### src/rtl/alu_slice_sequencer.sv
// Multi-cycle sequencer that runs a WIDTH-bit ALU operation through one shared
// SLICE-bit 74181-style slice, LSB chunk first, rippling the carry between chunks.
module alu_slice_sequencer #(
  parameter int WIDTH = 16,
  parameter int SLICE = 4
) (
  input  logic             clk,
  input  logic             rst_n,
  input  logic             cmd_valid,
  output logic             cmd_ready,
  input  logic [3:0]       cmd_s,
  input  logic             cmd_m,
  input  logic             cmd_cin,
  input  logic [WIDTH-1:0] cmd_a,
  input  logic [WIDTH-1:0] cmd_b,
  output logic [SLICE-1:0] alu_a,
  output logic [SLICE-1:0] alu_b,
  output logic [3:0]       alu_s,
  output logic             alu_m,
  output logic             alu_cin,
  input  logic [SLICE-1:0] alu_f,
  input  logic             alu_cout,
  output logic             res_valid,
  input  logic             res_ready,
  output logic [WIDTH-1:0] res_f,
  output logic             res_cout,
  output logic             res_zero,
  output logic             busy
);

  localparam int N  = WIDTH / SLICE;
  localparam int CW = (N > 1) ? $clog2(N) : 1;
  localparam logic [CW-1:0]    LAST       = CW'(N - 1);
  localparam logic [WIDTH-1:0] CHUNK_MASK = WIDTH'({SLICE{1'b1}});

  typedef enum logic [1:0] {
    IDLE = 2'd0,
    RUN  = 2'd1,
    DONE = 2'd2
  } state_t;

  state_t           state;
  state_t           state_nxt;
  logic [WIDTH-1:0] a_reg;
  logic [WIDTH-1:0] b_reg;
  logic [WIDTH-1:0] f_reg;
  logic [3:0]       s_reg;
  logic             m_reg;
  logic             carry_reg;
  logic [CW-1:0]    cnt;
  logic             in_run;
  logic             in_done;
  logic             in_idle;
  logic             accept;
  logic             last;
  logic [31:0]      shamt;

  // The unused encoding is treated exactly like IDLE.
  assign in_run  = (state == RUN);
  assign in_done = (state == DONE);
  assign in_idle = !(in_run || in_done);
  assign accept  = in_idle && cmd_valid;
  assign last    = (cnt == LAST);
  assign shamt   = 32'(cnt) * 32'(SLICE);

  always_ff @(posedge clk or negedge rst_n) begin
    if (!rst_n) state <= IDLE;
    else        state <= state_nxt;
  end

  always_comb begin
    state_nxt = IDLE;
    cmd_ready = in_idle;
    busy      = !in_idle;
    res_valid = in_done;
    res_f     = f_reg;
    res_cout  = carry_reg & ~m_reg;
    res_zero  = (f_reg == '0);
    alu_s     = s_reg;
    alu_m     = m_reg;
    alu_a     = '0;
    alu_b     = '0;
    alu_cin   = 1'b0;
    case (state)
      IDLE:    state_nxt = accept ? RUN : IDLE;
      RUN: begin
        state_nxt = last ? DONE : RUN;
        alu_a     = SLICE'(a_reg >> shamt);
        alu_b     = SLICE'(b_reg >> shamt);
        alu_cin   = carry_reg;
      end
      DONE:    state_nxt = res_ready ? IDLE : DONE;
      default: state_nxt = accept ? RUN : IDLE;
    endcase
  end

  // Each RUN cycle stores the slice result into its chunk and keeps the carry for the next one.
  always_ff @(posedge clk or negedge rst_n) begin
    if (!rst_n) begin
      a_reg     <= '0;
      b_reg     <= '0;
      f_reg     <= '0;
      s_reg     <= '0;
      m_reg     <= 1'b0;
      carry_reg <= 1'b0;
      cnt       <= '0;
    end else if (accept) begin
      a_reg     <= cmd_a;
      b_reg     <= cmd_b;
      s_reg     <= cmd_s;
      m_reg     <= cmd_m;
      carry_reg <= cmd_cin;
      cnt       <= '0;
    end else if (in_run) begin
      f_reg     <= (f_reg & ~(CHUNK_MASK << shamt)) | (WIDTH'(alu_f) << shamt);
      carry_reg <= alu_cout;
      if (!last) cnt <= cnt + 1'b1;
    end
  end

endmodule

### config.mk
export PLATFORM = sky130hd
export DESIGN_NAME = alu_slice_sequencer
export DESIGN_NICKNAME = d
export VERILOG_FILES = /design/src/rtl/alu_slice_sequencer.sv
export SDC_FILE = /design/constraint.sdc
export NUM_CORES = 1
export LEC_CHECK = 0
export CAP_MARGIN = 20
export CORE_ASPECT_RATIO = 0.5
export CORE_MARGIN = 10
export CORE_UTILIZATION = 50
export CTS_CLUSTER_SIZE = 20
export DETAILED_ROUTE_END_ITERATION = 6
export PLACE_DENSITY = 0.95
export SLEW_MARGIN = 30
export SYNTH_ARGS = -nofsm -noshare
export SYNTH_HDL_FRONTEND = slang
export SYNTH_SLANG_ARGS = --single-unit
### constraint.sdc
create_clock -name clk -period 3.65 [get_ports clk]
set_input_delay 0.5475 -clock clk [delete_from_list [all_inputs] [get_ports clk]]
set_output_delay 0.5475 -clock clk [all_outputs]
set_load 0.01 [all_outputs]
* Word-level counts from Yosys, hierarchy flattened
Cells that the tools add are included.
Operators by class: bitwise gates (word level) 6, add/sub/neg operators 1, muxes and demuxes 12, reductions and logical operators 7, equality and inequality tests 4, shifts and indexed selects 4
Operators with widths (count):
- right shift 16 x 4 -> 4 bit | 2
- AND 16 bit | 1
- zero test 16 bit | 1
- inverter 16 bit | 1
- bitwise OR 16 bit | 1
- << shifter 4 x 4 -> 16 bit | 1
- << shifter 4 x 4 -> 16 bit, first input constant | 1
- two-way mux 2 bit | 5
- two-way mux 4 bit | 2
- == test 2 bit, second input constant | 2
- two-way mux 1 bit | 4
- one-hot mux 2 bit (2 select lines) | 1
- AND reduction 2 bit | 2
- adder 2 x 1 -> 2 bit, second input constant | 1
- == test 2 x 1 -> 1 bit, second input constant | 1
- inequality test 2 bit, second input constant | 1
- inverter 1 bit | 2
- nonzero test 2 bit | 1
- AND 1 bit | 1
- logical AND 1 bit | 1
- zero test 1 bit | 1
- logical OR 1 bit | 1
Word-level totals: bits in registers 58, output and inout bits 35, bits of input ports 47, logic and storage cells 42

* Longest topological paths before layout
depth after elaboration 6, depth in mapped cells 6, mapped depth without buffers 5

* Worst setup path after synthesis
No wires, ideal clock.
path type register to output, start point reg state[1], end point out alu_a[0], arrival time 1024 ps, stages on the path, launching flop included 5, buffers on the path 0, required time 3102 ps, setup slack 2079 ps, path through dfrtp_1 -> inv_1 -> ha_1 -> nand2_1 -> o22ai_1
On the way: longest elaborated chain between the ends 2
RTL lines:
- start, declared | line 42 | state_t state;
- start signal, assigned | line 68 | else state <= state_nxt;
- == test 2 x 1 -> 1 bit | line 84 | case (state)
- two-way mux 4 bit | line 84
- end, declared | line 16 | output logic [SLICE-1:0] alu_a,
No other way between the ends.

* Final worst setup path
start point reg cnt[0], end point out alu_a[0]
On the way: longest elaborated chain between the ends 2
RTL lines:
- start, declared | line 50 | logic [CW-1:0] cnt;
- start signal, assigned | line 117 | if (!last) cnt <= cnt + 1'b1;
- right shift 16 x 4 -> 4 bit | line 88 | alu_a = SLICE'(a_reg >> shamt);
- two-way mux 4 bit | line 84
No other way between the ends.

==> reports/results.ini <==
[placed_design]
place_inst = 346
routabilityCongestion = 0.8330
dp_hpwl_um = 5039
numPortBuffers = 81
dp_slack_ns = 1.251

[synthesis]
synth-seq-cells = 58
yosys_warnings = 0
syn_nets = 254
synth.distinct_cells = 24
postSynthCellCount = 200
synth.yosys.seq_area_share_pct = 56.26
syn_area_um2 = 2580
syn_area_per_cell_um2 = 12.90

[cts]
ctsHoldBuffers = 0
cts-resized-gates = 0
clockBufferDepth = 2
path_clk_slew_ns = 0.06
cts_max_level = 3
insertion_delay_ns = 0.35
clock-root-buffer = clkbuf_8
cts.sinks = 58
postCtsSetupBuffers = 0
cts_buffers = 9
cts_tree = yes

[setup_path]
critPathKind = flop to output port
path_cells = buf_4 -> mux2i_1 -> o22ai_1 -> clkdlybuf4s50_1
path_buf_inv = 2
crit_family = buffers and inverters
worst_setup_path_start_kind = flop
crit_arrival_ns = 2.24
end_kind = output port
critPathSlowestCell = dfrtp_1
crit_fanout = 13
crit_path_max_incr_delay_ns = 0.67
required_ns = 3.10

[finish]
fin_cells = 362
nFillCells = 331
drive_above_1_share_pct = 17.81
fin_util_pct = 72.40
final_nets = 341
antennaDiodeCount = 0
area_growth_pct = 39.04

[status]
status = finished clean

[job]
maxCapViolCount = 0

[sta]
hold_viol_final = 0
max_freq_ghz = 0.3588
hold_slack_ns = 0.1729
fin_ws_ns = 0.8632
min_period_ns = 2.787
setup_tns_ns = 0
worstMarginPinSlew_ns = 0.8945
drv_slew = 0
finalCritPeriodShare_pct = 76.35
slew_headroom_pct = 40.15
setup_violations = 0
rsz0062_at_grt = false
worst_clock_skew_ns = 0.004200

[pwr]
power.share.clock_pct = 16.3
share_seq_of_total_power_pct = 38.6
p_leak_uw = 0.001527
ir_drop_mv = 0.3971
p_comb_share_pct = 45.2
powerDensity_nw_per_um2 = 863.6
sw_frac_of_total_pct = 35.02
internal_power_uw = 2013
p_sw_uw = 1085

[routing]
drcViolationCount = 0
wl_um = 6663
final_antenna_net_count = 0
drt-pass1-iter-count = 4
dr_total_vias = 1888
drt-initial-drc-count = 124
wire_per_inst_um = 18.41
viasPerCell = 5.215

[floorplan]
start_util_pct = 52.07
core-area_um2 = 4955
dieArea_um2 = 8608
die_h_um = 70.80
die_w_um = 121.6
rows = 18
ios = 82

[grt]
grt_max_degree = 41
grt_util_all_layers_pct = 15.79
grt.overflow.total = 0
grt_antenna_before_repair = 0
grt_pass1_wl_um = 10470
grt_pass1_vias = 2035

[hold_path]
min-delay-path-class = input port to async pin

## final timing paths
| check | start | to | slack [ns] | depth (start not counted) |
|---|---|---|---|---|
| setup / recovery | cnt[0]$_DFFE_PN0P_ | alu_a[0] | 0.86 | 4 |
| hold reg to reg | a_reg[12]$_DFFE_PN0P_ | a_reg[12]$_DFFE_PN0P_ | 0.50 | 1 |
| max in group asynchronous | rst_n | a_reg[13]$_DFFE_PN0P_ | 2.65 | 2 |
| setup reg to reg | state[0]$_DFF_PN0_ | b_reg[12]$_DFFE_PN0P_ | 1.61 | 4 |
| min in group clk | a_reg[12]$_DFFE_PN0P_ | a_reg[12]$_DFFE_PN0P_ | 0.50 | 1 |
| hold / removal | rst_n | carry_reg$_DFFE_PN0P_ | 0.17 | 1 |
## area by class of cell
cell class / instances / area, µm² / area share, %
clock inverters: 3 / 15.01 / 0.4186
flip-flops and latches: 58 / 1451 / 40.46
well taps: 70 / 87.58 / 2.442
repair buffers: 83 / 820.8 / 22.88
multi-input cells: 130 / 1045 / 29.12
inverters: 5 / 18.77 / 0.5232
clock buffers: 13 / 148.9 / 4.151
## worst reg2reg max path, stage by stage, from the launching register on
cell	delay (ns)
dfrtp_1	0.38
inv_1	0.05
ha_1	0.37
nand2_2	0.69
mux2_2	0.43
## kinds of logic after synthesis
| kind of cell | after synthesis | synth area share [%] |
|---|---|---|
| muxes | 55 | 23.13 |
| AOI/OAI and AO/OA | 29 | 6.984 |
| and+or+nand+nor | 38 | 6.645 |
| adders and majority gates | 7 | 3.395 |
| DFF | 58 | 56.26 |
| buffers and inverters | 12 | 3.249 |
| xor gates and xnor gates | 1 | 0.3395 |
## per-layer routing
metal	track usage (%)	wire [µm]	part of all wire, %
met5	0	0	0
met4	7.227	129	1.9
met3	7.047	418	6.3
met2	28.00	3497	52
met1	15.72	2617	39
## through the flow
| stage | area (µm²) | power [µW] |
|---|---|---|
| after global routing | 3587 | 3276 |
| after global placement | 3423 | 2518 |
| final | 3587 | 3098 |
| after floorplan | 2580 | 1950 |
| after detailed placement | 3423 | 2601 |
| after CTS | 3587 | 3118 |
## power by group through the flow
stage | clock (µW) | combinational [µW] | sequential (µW)
finish | 504 | 1400 | 1190
global route | 535 | 1510 | 1230
CTS | 510 | 1420 | 1190
detailed placement | 0 | 1400 | 1200
global placement | 0 | 1340 | 1180
floorplan | 0 | 770 | 1180
## cells in the mapped netlist
cell | n | share of area [%]
nor2b_1 | 1 | 0.24
mux2i_1 | 18 | 7.0
inv_1 | 5 | 0.73
buf_6 | 2 | 0.87
ha_1 | 7 | 3.4
mux2_2 | 34 | 15
a21bo_2 | 1 | 0.39
xnor2_1 | 1 | 0.34
and4_1 | 1 | 0.34
a32o_1 | 4 | 1.6
clkbuf_8 | 2 | 1.1
and2b_1 | 1 | 0.29
o21ai_0 | 12 | 2.3
buf_2 | 3 | 0.58
and2_1 | 1 | 0.24
a21oi_1 | 4 | 0.78
nor2_1 | 2 | 0.29
nand2_2 | 1 | 0.24
dfrtp_1 | 58 | 56
nor4_1 | 4 | 0.97
o22ai_1 | 8 | 1.9
nand2_1 | 26 | 3.8
nand2b_1 | 1 | 0.24
mux2_1 | 3 | 1.3
## layout by cell type (no fill, tap or decap), types with 2 or more instances in the layout
cell             instances
nand2_1                 26
inv_1                    5
nor4_1                   4
dfrtp_1                 58
clkbuf_8                10
mux2_2                  34
a21oi_1                  4
clkdlybuf4s50_1         80
ha_1                     7
nor2_1                   2
o22ai_1                  8
mux2i_1                 18
o21ai_0                 12
a32o_1                   4
clkbuf_1                 3
clkinv_2                 3
buf_4                    2
mux2_1                   3
(Power assumes the default switching activity.)
